File: config.mk
export PLATFORM = sky130hd
export DESIGN_NAME = turn_signal_conditioner
export DESIGN_NICKNAME = d
export VERILOG_FILES = /design/src/rtl/turn_signal_conditioner.sv
export SDC_FILE = /design/constraint.sdc
export NUM_CORES = 1
export LEC_CHECK = 0
export ABC_CLOCK_PERIOD_IN_PS = 2500
export BUFFER_PORTS_ARGS = -buffer_cell sky130_fd_sc_hd__buf_2
export CORE_MARGIN = 8
export CORE_UTILIZATION = 45
export DETAILED_ROUTE_END_ITERATION = 6
export PLACE_DENSITY = 0.67
export SETUP_SLACK_MARGIN = 0.05
export SLEW_MARGIN = 5
export SYNTH_ARGS = -nofsm -noshare
export SYNTH_HDL_FRONTEND = slang
export SYNTH_SLANG_ARGS = --single-unit
File: constraint.sdc
create_clock -name clk -period 2.5 [get_ports clk]
set_input_delay 0.375 -clock clk [delete_from_list [all_inputs] [get_ports clk]]
set_output_delay 0.375 -clock clk [all_outputs]
set_load 0.01 [all_outputs]
File: src/rtl/turn_signal_conditioner.sv
// ---------------------------------------------------------------------------
// turn_signal_conditioner
//
// Conditions three bouncy, asynchronous turn-signal switches into clean
// registered requests for the tail-light sequencer, and generates the tick
// pulse that paces the sequencer's light steps.
//
// Each raw switch goes through a 2-flop synchronizer. A per-channel counter
// then requires DEBOUNCE_CYCLES consecutive disagreeing samples before the
// debounced state flips. The debounced states are combined into registered
// outputs. Simultaneous left and right requests are treated as a hazard.
//
// Parameters
//   DEBOUNCE_CYCLES : consecutive stable cycles to accept a change (1..65535)
//   TICK_DIV        : clock cycles per tick period (2..2^24)
//
// Ports
//   clk        in  : single clock, rising edge
//   reset      in  : synchronous, active-high
//   left_raw   in  : raw left-turn switch (asynchronous, bouncy)
//   right_raw  in  : raw right-turn switch (asynchronous, bouncy)
//   hazard_raw in  : raw hazard switch (asynchronous, bouncy)
//   left       out : conditioned left request (also high for hazard)
//   right      out : conditioned right request (also high for hazard)
//   hazard     out : hazard active (hazard switch, or left and right together)
//   tick       out : one-cycle pulse every TICK_DIV cycles
//
// There is no handshake: every output is a registered level or pulse that is
// valid on every cycle after reset and needs no acknowledgement.
//
// Latency from a clean raw edge to the output change is DEBOUNCE_CYCLES+3
// rising edges (2 sync + DEBOUNCE_CYCLES debounce + 1 output register).
// ---------------------------------------------------------------------------
module turn_signal_conditioner #(
   parameter int DEBOUNCE_CYCLES = 4,
   parameter int TICK_DIV        = 4
) (
   input  logic clk,
   input  logic reset,
   input  logic left_raw,
   input  logic right_raw,
   input  logic hazard_raw,
   output logic left,
   output logic right,
   output logic hazard,
   output logic tick
);

   // A debounce length of 1 still needs a 1-bit counter to keep the
   // declarations legal; that counter then never leaves 0.
   localparam int CW = (DEBOUNCE_CYCLES > 1) ? $clog2(DEBOUNCE_CYCLES) : 1;
   localparam int TW = $clog2(TICK_DIV);

   localparam logic [CW-1:0] CNT_MAX  = CW'(DEBOUNCE_CYCLES - 1);
   localparam logic [TW-1:0] TCNT_MAX = TW'(TICK_DIV - 1);

   // Channel index: 0 = left, 1 = right, 2 = hazard.
   logic [2:0]    raw;
   logic [2:0]    s1;
   logic [2:0]    s2;
   logic [2:0]    deb;
   logic [CW-1:0] cnt [3];
   logic [TW-1:0] tcnt;

   assign raw = {hazard_raw, right_raw, left_raw};

   // Synchronizers and debouncers. A sample equal to the debounced state
   // clears the count, so a bounce always restarts the acceptance window.
   always_ff @(posedge clk) begin
      if (reset) begin
         s1  <= '0;
         s2  <= '0;
         deb <= '0;
         for (int i = 0; i < 3; i++) begin
            cnt[i] <= '0;
         end
      end else begin
         s1 <= raw;
         s2 <= s1;
         for (int i = 0; i < 3; i++) begin
            if (s2[i] == deb[i]) begin
               cnt[i] <= '0;
            end else if (cnt[i] == CNT_MAX) begin
               deb[i] <= s2[i];
               cnt[i] <= '0;
            end else begin
               cnt[i] <= cnt[i] + CW'(1);
            end
         end
      end
   end

   // Registered output combine: hazard drives both turn lamps, and a
   // simultaneous left+right request is promoted to hazard.
   always_ff @(posedge clk) begin
      if (reset) begin
         left   <= 1'b0;
         right  <= 1'b0;
         hazard <= 1'b0;
      end else begin
         left   <= deb[0] | deb[2];
         right  <= deb[1] | deb[2];
         hazard <= deb[2] | (deb[0] & deb[1]);
      end
   end

   // Free-running tick divider; its phase depends only on reset.
   always_ff @(posedge clk) begin
      if (reset) begin
         tcnt <= '0;
         tick <= 1'b0;
      end else begin
         tick <= (tcnt == TCNT_MAX);
         if (tcnt == TCNT_MAX) begin
            tcnt <= '0;
         end else begin
            tcnt <= tcnt + TW'(1);
         end
      end
   end

endmodule

# After elaboration in Yosys (flattened, before gate mapping)
# Memories as Yosys holds them, arrays and structs flattened.
# Cells that the tools add are included.
dict set report totals {
  reg_bits 15
  latch_bits 0
  ramBits 6
  romBits 0
  elab_cells 86
  n_memories 1
}
dict set report classes {
  n_addsub 4
  multipliers 0
  div_mod_pow 0
  magnitude_cmp 0
  eq_ne 7
  n_shift 0
  n_mux 44
  bitwise_logic 16
  n_reduce_logical 4
}
# memory words width rd rd_clocked_by_memory_dff wr line
set mem_list {}
lappend mem_list {cnt 3 2 3 0 3 62} ;# logic [CW-1:0] cnt [3];
# cell n
set ops {}
lappend ops {{$mux W1} 35}
lappend ops {{$mux W2} 9}
lappend ops {{$or A1 B1 Y1} 12}
lappend ops {{$add A2 B1 Y2 const B} 4}
lappend ops {{$eq A2 B2 Y1 const B} 4}
lappend ops {{$reduce_and A2 Y1} 3}
lappend ops {{$eq A1 B1 Y1} 3}
lappend ops {{$not A1 Y1} 3}
lappend ops {{$reduce_or A2 Y1} 1}
lappend ops {{$and A1 B1 Y1} 1}

# Logic depth before layout (Yosys ltp)
dict set report logic_depth {
  depth_word 7
  depth_mapped 3
  depth_no_buf 3
}

# Worst setup path before layout
# Ideal clock, no wire load.
dict set report synth_path {
  path_type {reg2reg}
  start {memory cnt[1][0] (netlist name)}
  end {memory cnt[1][1] (netlist name) (data pin)}
  setup_ns 0.262
  arrival_ns 0.790
  required_ns 2.238
  path_slack_ns 1.448
  stages_incl_launch_ff 3
  path_cell_list {edfxtp_1 > ha_1 > nor4b_2}
}
# element line
set synth_lines {}
lappend synth_lines {{start, declared} 62}

==> flow_summary.toml <==
[run_status]
status = "complete, no violations"

[floorplanning]
io_pins = 9
die_x_um = 56.98
rows = 15
die_h_um = 56.98
core_sq_mm = 0.001652
initial_core_util_pct = 45.76
die_area_sq_mm = 0.003247

[power_and_ir_drop]
p_switching_uw = 111.2
p_sw_share_pct = 20.08
intPower_uw = 442.5
seq_power_share_pct = 66.9
leakage_uw = 0.0003418
vdd.ir_drop.worst_uv = 294.4
powerDensity_mw_per_mm2 = 649.8
power_frac_comb_pct = 5.7
p_clk_share_pct = 27.4

[synthesis]
synthCells = 58
synth_flop_cell = "dfxtp_1"
synthTopCellsByCount = "15 x dfxtp_1, 8 x nor2_1, 7 x nor2b_1"
async_flop_share_pct = 0
synth_area_sq_um = 755.7
yosys.area.top_type_share_pct = 39.74
syn_avg_cell_area_sq_um = 13.03
yosysSeqAreaShare_pct = 63.58
synth_area_leaders = "dfxtp_1 40%, edfxtp_1 24%, ha_1 6.6%"
ys_warn_count = 0
yosys.cell_count.top_type = "dfxtp_1"
yosysTopAreaCell = "dfxtp_1"
ys_types = 14
ys_ff_latch = 21
synth_edf_count = 6

[finish]
area_growth_pct = 12.75
diodes = 0
layout-drive-gt1-share_pct = 19.18
nFillCells = 154
regArea_sq_um = 480.5
multi_input_area_sq_um = 284.0
postLayoutCellArea_sq_um = 852.1
fin_nets = 83

[placement]
portBuffers = 8
dp_worst_setup_slack_ps = 1390
gp_congestion = 0.5900
dpl.hpwl_um = 625.7
placed_cell_area_sq_um = 825.8

[timing]
fin_ws_ps = 1369
drv_slew = 0
rsz0062_at_grt = "false"
hold_viol = 0
whs_ps = 283.2
fin_tns_setup_ps = 0
finalClockSkew_ps = 3.163
period_needed_ps = 1131
achievable-frequency_ghz = 0.8841
period_share_pct = 45.24
setup_violations = 0

[global_routing]
grt.total_usage_pct = 6.431
grt_pass1_wl_mm = 1.600
grt_overflow = 0
grt_pass1_vias = 396
grt_max_degree = 22
antenna_found_initial = 0

[worst_hold_path]
hold_class = "primary input to flip-flop"
holdPathEnd = "s1[1]$_SDFF_PP0_"
hold_depth = 2
hp-start = "right_raw"

[drt]
wl_per_cell_um = 9.667
drc = 0
dr.first_iter.drc_count = 3
ant_nets = 0
drt_pass1_iterations = 2
via_per_inst = 4.533
vias = 408
wl_um = 870

[worst_setup_path]
crit_fanout = 3
worst_ep_arrival_time_ps = 1250
critPathRequiredTime_ps = 2620
critPathKind = "flip-flop to flip-flop"
rr_startpoint = "cnt[0][0]$_SDFFCE_PN0P_"
start_kind = "flip-flop"
reg2regPathDepth = 2
reg2reg_to = "cnt[0][0]$_SDFFCE_PN0P_"
rrSetupSlack_ps = 1370
cp-end-kind = "flip-flop"

[clock_network]
cts-root-buf = "clkbuf_4"
post_cts_buffers = 0
clk_latency_ps = 290
clock_sinks = 21
cts_max_path_buffers = 2
cts_tree = "done"
clk_pin_slew_ps = 100
postCtsHoldBufs = 0
htree_levels = 1
post_cts_resized = 0
cts_buffers = 3

[job]
maxCapViolations = 0
==> worst max path at each step <==
stage	startpoint	to	slack, ps	cells after the start
global placement	reset	cnt[0][1]$_SDFFCE_PN0P_	1400	2
floorplan	cnt[1][0]$_SDFFCE_PN0P_	cnt[1][1]$_SDFFCE_PN0P_	1450	2
finish	cnt[0][0]$_SDFFCE_PN0P_	cnt[0][0]$_SDFFCE_PN0P_	1370	2
CTS	cnt[0][0]$_SDFFCE_PN0P_	cnt[0][0]$_SDFFCE_PN0P_	1370	2
detailed placement	reset	cnt[0][0]$_SDFFCE_PN0P_	1390	2
global route	cnt[0][0]$_SDFFCE_PN0P_	cnt[0][0]$_SDFFCE_PN0P_	1230	2
==> registers in the layout, indices dropped and copies added, names as in the netlist <==
signal / cells
left: 1
tick: 1
tcnt: 2
deb: 3
s1: 3
cnt: 6
hazard: 1
s2: 3
right: 1
==> cells in the final DEF, fill, tap and decap left out, drive strengths merged <==
master,n
mux2i,3
dfxtp,15
nor3b,1
a21oi,1
nor2,8
nor2b,7
edfxtp,6
ha,4
nor4b,3
nor3,1
conb,6
xnor2,3
nor4,3
buf,8
clkbuf,4
==> power groups by stage <==
stage	Combinational (uW)	Clock, uW	Sequential (uW)
global placement	31.1	0	378
global route	37.3	171	372
detailed placement	32.0	0	378
finish	31.5	152	370
floorplan	25.1	0	378
CTS	31.8	164	371
==> critical path, cell delays in order, from the launching register on <==
cell and delay [ps]:
edfxtp_1 420, ha_1 270, nor4_1 270
==> cell type report <==
type | count | share of cell area (%)
multi-input combinational | 40 | 33.33
clock buffer | 4 | 3.084
timing repair buffer | 8 | 4.699
sequential | 21 | 56.39
tap | 17 | 2.496
==> stage by stage <==
stage / total power (uW) / utilization (%) / std cells
4_1_cts: 566.7 / 51.59 / 90
2_1_floorplan: 402.7 / - / 63
3_3_place_gp: 409.0 / 50.00 / 86
3_5_place_dp: 410.4 / 50.00 / 86
5_1_grt: 580.2 / 51.59 / 90
6_report: 553.6 / 51.59 / 90
==> layer usage <==
layer	GRT usage (%)	part of all wire [%]	wire length (um)
met1	7.001	51	446
met2	8.992	38	328
met3	2.882	7.0	61
met4	6.040	3.7	32
met5	0	0	0
==> cell families after synthesis <==
family | Yosys count | synth area share (%)
xor gates and xnor gates | 3 | 3.477
muxes | 3 | 3.974
other | 1 | 0.4962
adders and majority gates | 4 | 6.623
buffers and inverters | 2 | 1.325
and+or+nand+nor | 23 | 19.87
DFF | 21 | 63.58
AOI/OAI and AO/OA | 1 | 0.6616
Power figures use the tool's default switching activity.
